===== config.mk =====
export PLATFORM = sky130hd
export DESIGN_NAME = shift_unit
export DESIGN_NICKNAME = d
export VERILOG_FILES = /design/src/rtl/shift_pkg.sv /design/src/rtl/shift_stage.sv /design/src/rtl/shift_unit.sv
export SDC_FILE = /design/constraint.sdc
export NUM_CORES = 1
export LEC_CHECK = 0
export ABC_AREA = 1
export CAP_MARGIN = 30
export CORE_MARGIN = 2
export CORE_UTILIZATION = 60
export DETAILED_ROUTE_END_ITERATION = 6
export GPL_TIMING_DRIVEN = 0
export PLACE_DENSITY = 0.87
export SYNTH_ARGS = -nofsm -noshare
export SYNTH_HDL_FRONTEND = slang
export SYNTH_SLANG_ARGS = --single-unit
export TNS_END_PERCENT = 20

===== constraint.sdc =====
create_clock -name clk -period 5.3 [get_ports clk]
set_clock_uncertainty 0.2 [all_clocks]
set_input_delay 1.59 -clock clk [delete_from_list [all_inputs] [get_ports clk]]
set_output_delay 1.59 -clock clk [all_outputs]
set_load 0.1 [all_outputs]

===== src/rtl/shift_pkg.sv =====
// Shared op codes and elaboration helpers for the pipelined shift/rotate unit.
package shift_pkg;

  localparam logic [2:0] SHIFT_SLL = 3'd0;
  localparam logic [2:0] SHIFT_SRL = 3'd1;
  localparam logic [2:0] SHIFT_SRA = 3'd2;
  localparam logic [2:0] SHIFT_ROL = 3'd3;
  localparam logic [2:0] SHIFT_ROR = 3'd4;

  function automatic int clog2w(input int width);
    int r;
    r = 0;
    for (int i = 0; i < 31; i++) begin
      if ((1 << i) < width) r = i + 1;
    end
    return r;
  endfunction

  // Mux level l (shift by 2^l) lives in this pipeline stage.
  function automatic int stage_of_level(input int l, input int stages, input int log2w);
    return (l * stages) / log2w;
  endfunction

endpackage


===== src/rtl/shift_stage.sv =====
// One pipeline stage: the barrel-mux levels mapped to IDX plus its register.
// Every operation arrives here as a right shift/rotate; left ops were bit-reversed at entry.
module shift_stage
  import shift_pkg::*;
#(
  parameter int WIDTH  = 32,
  parameter int LOG2W  = 5,
  parameter int TAG_W  = 4,
  parameter int STAGES = 2,
  parameter int IDX    = 0
) (
  input  logic             clk,
  input  logic             rst_n,
  input  logic             load,
  input  logic             up_valid,
  input  logic [2:0]       up_op,
  input  logic [LOG2W-1:0] up_amt,
  input  logic [WIDTH-1:0] up_data,
  input  logic [TAG_W-1:0] up_tag,
  input  logic             up_err,
  output logic             valid,
  output logic [2:0]       op,
  output logic [LOG2W-1:0] amt,
  output logic [WIDTH-1:0] data,
  output logic [TAG_W-1:0] tag,
  output logic             err
);

  logic             rot;
  logic             fill;
  logic [WIDTH-1:0] shifted;

  always_comb begin
    rot     = (up_op == SHIFT_ROL) || (up_op == SHIFT_ROR);
    fill    = (up_op == SHIFT_SRA) && up_data[WIDTH-1];
    shifted = up_data;
    for (int l = 0; l < LOG2W; l++) begin
      if (stage_of_level(l, STAGES, LOG2W) == IDX && up_amt[l]) begin
        if (rot)
          shifted = (shifted >> (1 << l)) | (shifted << (WIDTH - (1 << l)));
        else
          shifted = (shifted >> (1 << l)) | (fill ? ~({WIDTH{1'b1}} >> (1 << l)) : '0);
      end
    end
  end

  always_ff @(posedge clk or negedge rst_n) begin
    if (!rst_n) begin
      valid <= 1'b0;
      op    <= '0;
      amt   <= '0;
      data  <= '0;
      tag   <= '0;
      err   <= 1'b0;
    end else if (load) begin
      valid <= up_valid;
      op    <= up_op;
      amt   <= up_amt;
      data  <= shifted;
      tag   <= up_tag;
      err   <= up_err;
    end
  end

endmodule


===== src/rtl/shift_unit.sv =====
// Pipelined shift/rotate unit: entry normalisation, STAGES mux stages, output register.
// Result appears STAGES edges after accept; out_ready feeds combinationally back to in_ready.
module shift_unit
  import shift_pkg::*;
#(
  parameter int WIDTH  = 32,
  parameter int AMT_W  = 32,
  parameter int STAGES = 2,
  parameter int TAG_W  = 4
) (
  input  logic             clk,
  input  logic             rst_n,
  input  logic             in_valid,
  output logic             in_ready,
  input  logic [2:0]       in_op,
  input  logic [WIDTH-1:0] in_a,
  input  logic [AMT_W-1:0] in_b,
  input  logic [TAG_W-1:0] in_tag,
  output logic             out_valid,
  input  logic             out_ready,
  output logic [WIDTH-1:0] out_data,
  output logic [TAG_W-1:0] out_tag,
  output logic             out_err,
  output logic             busy
);

  localparam int LOG2W = clog2w(WIDTH);

  function automatic logic [WIDTH-1:0] bit_rev(input logic [WIDTH-1:0] v);
    logic [WIDTH-1:0] r;
    for (int i = 0; i < WIDTH; i++) r[i] = v[WIDTH-1-i];
    return r;
  endfunction

  logic             big;
  logic [LOG2W-1:0] e_amt;
  logic [WIDTH-1:0] e_data;
  logic             e_err;

  logic [STAGES-1:0] vld_s;
  logic [STAGES-1:0] ld;
  logic [2:0]        op_s   [STAGES];
  logic [LOG2W-1:0]  amt_s  [STAGES];
  logic [WIDTH-1:0]  data_s [STAGES];
  logic [TAG_W-1:0]  tag_s  [STAGES];
  logic              err_s  [STAGES];

  logic             out_ld;
  logic [WIDTH-1:0] fin_data;
  logic [LOG2W-1:0] unused_amt;

  // Saturating cases are resolved here so the stages only ever see amounts below WIDTH.
  always_comb begin
    big    = |(in_b >> LOG2W);
    e_amt  = in_b[LOG2W-1:0];
    e_data = in_a;
    e_err  = 1'b0;
    case (in_op)
      SHIFT_SLL: begin
        e_data = big ? '0 : bit_rev(in_a);
        if (big) e_amt = '0;
      end
      SHIFT_SRL: begin
        if (big) begin
          e_data = '0;
          e_amt  = '0;
        end
      end
      SHIFT_SRA: begin
        if (big) begin
          e_data = {WIDTH{in_a[WIDTH-1]}};
          e_amt  = '0;
        end
      end
      SHIFT_ROL: e_data = bit_rev(in_a);
      SHIFT_ROR: e_data = in_a;
      default: begin
        e_amt = '0;
        e_err = 1'b1;
      end
    endcase
  end

  assign out_ld = !out_valid || out_ready;

  // A stage may load when it is empty or its downstream neighbour loads this cycle.
  always_comb begin
    logic r;
    ld = '0;
    r  = out_ld;
    for (int i = STAGES - 1; i >= 0; i--) begin
      r     = !vld_s[i] || r;
      ld[i] = r;
    end
  end

  assign in_ready = ld[0];

  for (genvar g = 0; g < STAGES; g++) begin : g_stage
    logic             up_valid;
    logic [2:0]       up_op;
    logic [LOG2W-1:0] up_amt;
    logic [WIDTH-1:0] up_data;
    logic [TAG_W-1:0] up_tag;
    logic             up_err;

    if (g == 0) begin : g_first
      assign up_valid = in_valid;
      assign up_op    = in_op;
      assign up_amt   = e_amt;
      assign up_data  = e_data;
      assign up_tag   = in_tag;
      assign up_err   = e_err;
    end else begin : g_next
      assign up_valid = vld_s[g-1];
      assign up_op    = op_s[g-1];
      assign up_amt   = amt_s[g-1];
      assign up_data  = data_s[g-1];
      assign up_tag   = tag_s[g-1];
      assign up_err   = err_s[g-1];
    end

    shift_stage #(
      .WIDTH (WIDTH),
      .LOG2W (LOG2W),
      .TAG_W (TAG_W),
      .STAGES(STAGES),
      .IDX   (g)
    ) u_stage (
      .clk     (clk),
      .rst_n   (rst_n),
      .load    (ld[g]),
      .up_valid(up_valid),
      .up_op   (up_op),
      .up_amt  (up_amt),
      .up_data (up_data),
      .up_tag  (up_tag),
      .up_err  (up_err),
      .valid   (vld_s[g]),
      .op      (op_s[g]),
      .amt     (amt_s[g]),
      .data    (data_s[g]),
      .tag     (tag_s[g]),
      .err     (err_s[g])
    );
  end

  assign unused_amt = amt_s[STAGES-1];

  always_comb begin
    fin_data = data_s[STAGES-1];
    if (op_s[STAGES-1] == SHIFT_SLL || op_s[STAGES-1] == SHIFT_ROL)
      fin_data = bit_rev(data_s[STAGES-1]);
  end

  always_ff @(posedge clk or negedge rst_n) begin
    if (!rst_n) begin
      out_valid <= 1'b0;
      out_data  <= '0;
      out_tag   <= '0;
      out_err   <= 1'b0;
    end else if (out_ld) begin
      out_valid <= vld_s[STAGES-1];
      out_data  <= fin_data;
      out_tag   <= tag_s[STAGES-1];
      out_err   <= err_s[STAGES-1];
    end
  end

  assign busy = (|vld_s) || out_valid;

endmodule


# Word-level counts from Yosys, hierarchy flattened
# Cells that the tools add are included.
[classes]
mux = 23
n_reduce_logical = 19
bitwise = 10
eq_ne = 8
[op_table]
columns = ["cell", "n"]
rows = [
  ["2-to-1 mux 32 bit", 18],
  ["case mux 32 bit (4 select lines)", 1],
  ["bitwise OR 16 x 32 -> 32 bit", 2],
  ["bitwise OR 24 x 32 -> 32 bit", 2],
  ["bitwise OR 28 x 32 -> 32 bit", 2],
  ["bitwise OR 30 x 32 -> 32 bit", 2],
  ["bitwise OR 31 x 32 -> 32 bit", 2],
  ["2-to-1 mux 31 bit", 1],
  ["OR reduction 27 bit", 1],
  ["== test 3 x 2 -> 1 bit (second input constant)", 5],
  ["case mux 5 bit (2 select lines)", 1],
  ["logical OR 1 bit", 7],
  ["== test 3 bit (second input constant)", 2],
  ["zero test 3 bit", 2],
  ["2-to-1 mux 5 bit", 1],
  ["OR reduction 5 bit", 1],
  ["OR reduction 2 bit", 2],
  ["== test 3 x 1 -> 1 bit (second input constant)", 1],
  ["zero test 1 bit", 3],
  ["OR reduction 3 bit", 1],
  ["logical AND 1 bit", 2],
  ["2-to-1 mux 1 bit", 1],
]
[word_totals]
register_bits = 125
output_inout_bits = 40
input_bits = 75

# Logic depth before layout (Yosys ltp)
# Gate-level depths: netlist of run 1.
[logic_depth]
ltp_word = 14
ltp_mapped = 18

# Hierarchy
# From an unflattened synthesis of run 1, not the netlist that was laid out.
[hier_totals]
cells_unflattened = 1267
hier_area_um2 = 8314.2
[by_module_without_submodules]
columns = ["mod", "cells_per_inst", "area_each_um2", "n_inst"]
rows = [
  ["shift_unit", 505, 3036.7, 1],
  ["shift_stage (g_stage[0].u_stage)", 419, 2756.4, 1],
  ["shift_stage (g_stage[1].u_stage)", 343, 2521.2, 1],
]

# Worst setup path before layout of run 1
# OpenSTA, ideal clock, no wires.
[synth_timing]
path_type = "input to output"
from = "input out_ready"
to = "output in_ready"
setup_slack_ns = 0.312
path_buffers = 1
t_arrival_ns = 3.198
path_stages = 7
path_cell_list = "nor2_1 > inv_2 > nor2_1 > inv_1 > nor2_1 > inv_2 > buf_1"
[synth_between]
elab_chain_cells = 3
[synth_rtl]
columns = ["item", "line_no", "rtl"]
rows = [
  ["start, declared", "shift_unit.sv:20", "input logic out_ready,"],
  ["logical OR 1 bit", "shift_unit.sv:84", "assign out_ld = !out_valid || out_ready;"],
  ["logical OR 1 bit (2 in series)", "shift_unit.sv:92", "r = !vld_s[i] || r;"],
  ["end, declared", "shift_unit.sv:14", "output logic in_ready,"],
]
# Every way passes these cells.

# Worst setup path in the final report of run 1
# Ends and elaborated chain as after synthesis.

==> flow_summary.json, run 1 <==
{
  "drive_gt1_share_pct": 6.76,
  "die_w_um": 118,
  "netlist_area_um2": 7800,
  "drt_iter0_drc": 1042,
  "place.gp.congestion": 0.996,
  "grt_pass1_vias": 8712,
  "synth_top_area_share_pct": 39.1,
  "power_switching_uw": 1970,
  "min_path_cells": 2,
  "grt_max_degree": 64,
  "critical_path.slowest_cell": "clkdlybuf4s50_1",
  "setup-violations-final": 0,
  "worstMarginPinSlew_ps": 1010,
  "ctsHtreeMaxLevel": 4,
  "nets": 1349,
  "grt_setup_unrepaired": "false",
  "rr_worst_depth": 5,
  "ant_nets": 0,
  "ir_drop_mv": 0.240,
  "fin_area_um2": 9830,
  "grt-ovfl-total": 0,
  "swShare_pct": 44.6,
  "violations": "DRC",
  "dieArea_um2": 13900,
  "cp-start-kind": "input port",
  "post-synth-top-count-cell": "nand2_1",
  "r2r-end": "g_stage[1].u_stage.data[23]",
  "cts_buffers": 17,
  "insertedDiodeCount": 0,
  "max_slew_margin_pct": 32.8,
  "area_delta_synth_final_pct": 26.0,
  "status": "finished, violations left",
  "worstSetupEndpointType": "output port",
  "ys_ff_latch": 122,
  "syn_nets": 1216,
  "leakage_uw": 0.00455,
  "worstSetupPathType": "input port to output port",
  "pwr-share-clk_pct": 28.3,
  "crit_path_max_incr_delay_ps": 440,
  "required_ps": 3510,
  "crit_fanout": 19,
  "clkTransAtPathRegs_ps": 60,
  "portBuffers": 114,
  "synth.distinct_cells": 33,
  "seq_area_frac_synth_pct": 39.1,
  "drv_cap": 0,
  "routed_via_density": 6.18,
  "std_cell_rows": 41,
  "fp.dieH_um": 118,
  "hold_start": "g_stage[0].u_stage.data[4]",
  "wl_per_cell_um": 18.1,
  "syn_inst": 1141,
  "start_util_pct": 61.6,
  "path_cells": "clkdlybuf4s50_1, nor2_4, inv_2, nor2_2, inv_2, nor2_2, inv_4, buf_4",
  "ff_latch_area_um2": 3050,
  "pwr-share-seq_pct": 30.6,
  "fmax_ghz": 0.195,
  "async_flop_share_pct": 100,
  "dp_hpwl_mm": 19.0,
  "synth_commonest_cells": "329 x nand2_1, 174 x nand3_1, 122 x dfrtp_1",
  "power_uw": 4410,
  "p_int_uw": 2440,
  "cts_sinks": 122,
  "n_fill_cell": 957,
  "antenna_found_initial": 0,
  "holdPathEnd": "g_stage[0].u_stage.data[4]",
  "ys_warn_count": 0,
  "ys.flop_type": "dfrtp_1",
  "ios": 115,
  "drcViolationCount": 1,
  "period_share_pct": 96.9,
  "hold_violations": 0,
  "clockBufferDepth": 2,
  "combPwrFrac_pct": 41.1,
  "post_cts.repair.setup_buffers": 0,
  "cts-root-buf": "clkbuf_16",
  "via_count": 9018,
  "wl_mm": 26.4,
  "worstHoldPathType": "register to register",
  "cts_tree": "built",
  "syn_area_per_cell_um2": 6.84,
  "crit_arrival_ps": 3350,
  "fin_hold_ws_ps": 289,
  "fin_setup_tns_ps": 0,
  "r2r_slack_ps": 2750,
  "clk_latency_ps": 420,
  "grt_pass1_wl_mm": 43.1,
  "final_max_slew_viol_count": 0,
  "synth_area_leader_cell": "dfrtp_1",
  "r2r-start": "g_stage[0].u_stage.op[0]",
  "core-area_um2": 12700,
  "gr-usage-all-layers_pct": 38.3,
  "post-route-min-period_ps": 5140,
  "postPlaceCellArea_um2": 9190,
  "synth_edf_count": 0,
  "multi_input_area_um2": 4150,
  "netlist_top_cells_area": "dfrtp_1 39%, nand2_1 16%, nand3_1 11%, a21oi_1 5.5%, o21ai_0 4.7%",
  "firstDrtPassIters": 7,
  "p_per_area_nw_per_um2": 448
}
## layer usage
layer,vias to the layer above,global-route usage (%),wire [µm]
met3,136,6.10,1840
met1,4235,45.3,10100
li1,4109,-,-
met2,538,67.1,13100
met4,0,20.0,1270
met5,-,0,0
## metrics by stage
stage | setup slack, ps | utilization, % | instances
5_1_grt | 64.8 | 77.6 | 1459
3_5_place_dp | -1320 | 72.5 | 1428
3_3_place_gp | -1990 | 72.3 | 1427
2_1_floorplan | 312 | - | 1141
4_1_cts | 33.5 | 77.6 | 1459
6_report | 164 | 77.6 | 1459
## placed cells by master (no fill, tap or decap), types with 4 or more instances in the layout
| cell type | n |
|---|---|
| nand2_1 | 329 |
| nand3_1 | 174 |
| dfrtp_1 | 122 |
| clkdlybuf4s50_1 | 112 |
| a21oi_1 | 86 |
| inv_1 | 75 |
| o21ai_0 | 73 |
| nor2_1 | 63 |
| nand4_1 | 44 |
| clkbuf_1 | 35 |
| buf_2 | 19 |
| o21ai_1 | 18 |
| clkbuf_16 | 17 |
| a221oi_1 | 15 |
| a21o_1 | 15 |
| or2_0 | 11 |
| buf_1 | 9 |
| or2_2 | 8 |
| or2_1 | 7 |
| inv_2 | 5 |
| clkinv_4 | 5 |
| nor2_2 | 4 |
| buf_4 | 4 |
| bufinv_16 | 4 |
## registers in the layout, indices dropped and copies added (netlist names)
name and count:
g_stage.u_stage.amt 2, g_stage.u_stage.data 64, out_tag 4, out_err 1, g_stage.u_stage.err 2, out_valid 1
g_stage.u_stage.valid 2, g_stage.u_stage.tag 8, g_stage.u_stage.op 6, out_data 32
## power by group through the flow
stage          Clock (µW)  Combinational [µW]  Sequential (µW)
2_1_floorplan           0                 597             1960
3_3_place_gp            0                1720             1320
3_5_place_dp            0                1750             1340
4_1_cts              1230                1780             1340
5_1_grt              1290                1910             1370
6_report             1250                1810             1350
## final cells by class
cell class	count	share of cell area (%)
Sequential cell	122	31.0
Clock inverter	13	1.96
Timing Repair Buffer	115	11.9
Tap cell	172	2.19
Buffer	67	3.07
Multi-Input combinational cell	868	42.2
Clock buffer	19	4.50
Inverter	83	3.19
## worst max-delay path: cells and delay by family
| kind | cells | cell delay, ps |
|---|---|---|
| buffers and inverters | 5 | 1110 |
| AND/OR/NAND/NOR | 3 | 630 |
## timing repair
action | in CTS | in global routing
endpoints found under the hold margin | 0 | 0
resized for setup | 9 | 4
setup endpoints to repair | 1 | 1
hold buffers | 0 | 0
## logic make-up (layout without fill, tap and decap cells)
group	after synthesis	after routing	synth area share [%]
compound gates	211	211	15.1
buf+inv	151	297	7.90
flops	122	122	39.1
mux	3	3	0.385
simple gates	654	654	37.5
## worst max path at each step
stage / from / end
3_3_place_gp: rst_n / g_stage[0].u_stage.data[13]
4_1_cts: out_ready / in_ready
3_5_place_dp: out_ready / in_ready
2_1_floorplan: out_ready / in_ready
5_1_grt: out_ready / in_ready
6_report: out_ready / in_ready
(Power assumes the default switching activity.)
==> inputs of run 2 (changes only) <==
--- a/config.mk
+++ b/config.mk
@@ -12,6 +12,7 @@
 export DETAILED_ROUTE_END_ITERATION = 6
 export GPL_TIMING_DRIVEN = 0
 export PLACE_DENSITY = 0.87
+export SLEW_MARGIN = 10
 export SYNTH_ARGS = -nofsm -noshare
 export SYNTH_HDL_FRONTEND = slang
 export SYNTH_SLANG_ARGS = --single-unit
==> results of run 2 <==
The final DEF is identical to that of run 1; final timing and power are the same.
==> inputs of run 3 (changes only) <==
==> constraint.sdc (replaced) <==
create_clock -name clk -period 6.2 [get_ports clk]
set_clock_uncertainty 0.2 [all_clocks]
set_input_delay 1.86 -clock clk [delete_from_list [all_inputs] [get_ports clk]]
set_output_delay 1.86 -clock clk [all_outputs]
set_load 0.1 [all_outputs]
==> flow_summary.json, run 3 (synthesis gave the netlist of run 1 again) <==
{
  "clk_latency_ps": 410,
  "fp.dieH_um": 118,
  "wl_mm": 26.4,
  "max_slew_margin_pct": 33.5,
  "grt_max_degree": 64,
  "nets": 1349,
  "grt_pass1_wl_mm": 43.1,
  "power_uw": 3760,
  "final_cell_mix": "329 x nand2_1, 174 x nand3_1, 122 x dfrtp_1",
  "portBuffers": 114,
  "layout_commonest_cell": "nand2_1",
  "multi_input_area_um2": 4140,
  "hold_violations": 0,
  "ios": 115,
  "final_max_slew_viol_count": 0,
  "cp-start-kind": "input port",
  "rr_worst_depth": 10,
  "crit_fanout": 19,
  "pwr-share-clk_pct": 28.2,
  "ir_drop_mv": 0.202,
  "drt_iter0_drc": 1063,
  "cts_buffers": 17,
  "ff_latch_area_um2": 3050,
  "p_per_area_nw_per_um2": 383,
  "r2r-end": "g_stage[0].u_stage.data[18]",
  "cts-hold-fix-buffers": 0,
  "grt-ovfl-total": 0,
  "std_cell_rows": 41,
  "cts_tree": "built",
  "dieArea_um2": 13900,
  "largest_reg_flops": 64,
  "drv_cap": 0,
  "hold_start": "g_stage[0].u_stage.data[4]",
  "post-route-min-period_ps": 5940,
  "power_switching_uw": 1670,
  "routed_via_density": 6.16,
  "p_int_uw": 2090,
  "insertedDiodeCount": 0,
  "worstMarginPinSlew_ps": 995,
  "utilization_pct": 77.5,
  "crit_family": "buffers and inverters",
  "place.gp.congestion": 0.996,
  "combPwrFrac_pct": 41.1,
  "worstHoldPathType": "register to register",
  "ctsHtreeMaxLevel": 4,
  "top_regs": "g_stage.u_stage.data x64, out_data x32, g_stage.u_stage.tag x8",
  "crit_cells": 8,
  "cts-root-buf": "clkbuf_16",
  "grt_pass1_vias": 8711,
  "antenna_found_initial": 0,
  "wl_per_cell_um": 18.1,
  "violations": "DRC",
  "worstSetupEndpointType": "output port",
  "stdcell_count": 1459,
  "die_w_um": 118,
  "setup-violations-final": 0,
  "period_share_pct": 95.8,
  "firstDrtPassIters": 7,
  "min_path_cells": 2,
  "r2r_slack_ps": 3620,
  "status": "finished, violations left",
  "holdPathEnd": "g_stage[0].u_stage.data[4]",
  "ant_nets": 0,
  "pwr-share-seq_pct": 30.7,
  "place_inst": 1428,
  "dp_hpwl_mm": 19.0,
  "cp_num_buf_inv": 5,
  "top_register": "g_stage.u_stage.data",
  "via_count": 8988,
  "area_delta_synth_final_pct": 25.9,
  "drcViolationCount": 10,
  "critical_path.slowest_cell": "clkdlybuf4s50_1",
  "leakage_uw": 0.00455,
  "clockBufferDepth": 2,
  "clkTransAtPathRegs_ps": 60,
  "fin_setup_tns_ps": 0,
  "cts_sinks": 122,
  "worstSetupPathType": "input port to output port",
  "path_cells": "clkdlybuf4s50_1, nor2_2, inv_2, nor2_2, inv_1, nor2_1, inv_2, buf_4",
  "crit_arrival_ps": 3880,
  "fmax_ghz": 0.168,
  "n_fill_cell": 961,
  "swShare_pct": 44.5,
  "core-area_um2": 12700,
  "gr-usage-all-layers_pct": 38.3,
  "crit_path_max_incr_delay_ps": 410,
  "r2r-start": "out_valid",
  "post_cts_resized": 7,
  "drive_gt1_share_pct": 6.60,
  "grt_setup_unrepaired": "false",
  "start_util_pct": 61.6,
  "required_ps": 4140,
  "post_cts.repair.setup_buffers": 0,
  "fin_hold_ws_ps": 289
}
==> run 3: how the worst max path moves through the flow <==
stage / to / startpoint / slack [ps]
finish: in_ready / out_ready / 260
global route: in_ready / out_ready / 120
CTS: in_ready / out_ready / 190
detailed placement: in_ready / out_ready / -960
global placement: g_stage[0].u_stage.data[13] / rst_n / -1360
floorplan: in_ready / out_ready / 670
==> run 3: cell type report <==
class	count	area share (%)
repair buffers	115	11.9
clock buffers	19	4.51
inverters	83	3.17
well taps	172	2.19
plain buffers	67	3.07
multi-input cells	868	42.1
clock inverters	13	1.96
flip-flops and latches	122	31.1
==> run 3: layer usage <==
layer  up-vias  global-route usage [%]  part of all wire (%)  wire length [µm]
met5         -                       0                     0                 0
met4         0                    20.0                   4.7              1230
met3       140                    6.10                   7.6              2000
met2       592                    67.0                    50             13100
met1      4143                    45.3                    38             10000
li1       4113                       -                     -                 -
==> run 3: worst register-to-register path, stage by stage, from the launching register on <==
cell      delay, ps
dfrtp_1         350
inv_2            50
nor2_2          260
inv_2           150
nor2_2          230
inv_1           220
nor2_1          220
inv_2           200
clkbuf_1        310
nand3_1         190
o21ai_1          80
==> run 3: power by group through the flow <==
| stage | Combinational, µW | Clock, µW | Sequential [µW] |
|---|---|---|---|
| finish | 1550 | 1060 | 1150 |
| global route | 1630 | 1100 | 1170 |
| CTS | 1520 | 1050 | 1140 |
| detailed placement | 1500 | 0 | 1140 |
| global placement | 1470 | 0 | 1130 |
| floorplan | 511 | 0 | 1680 |
==> run 3: through the flow <==
stage	instance area, µm²	setup WS, ps
floorplan	7800	672
global placement	9160	-1360
detailed placement	9190	-959
CTS	9820	188
global route	9820	120
finish	9820	260
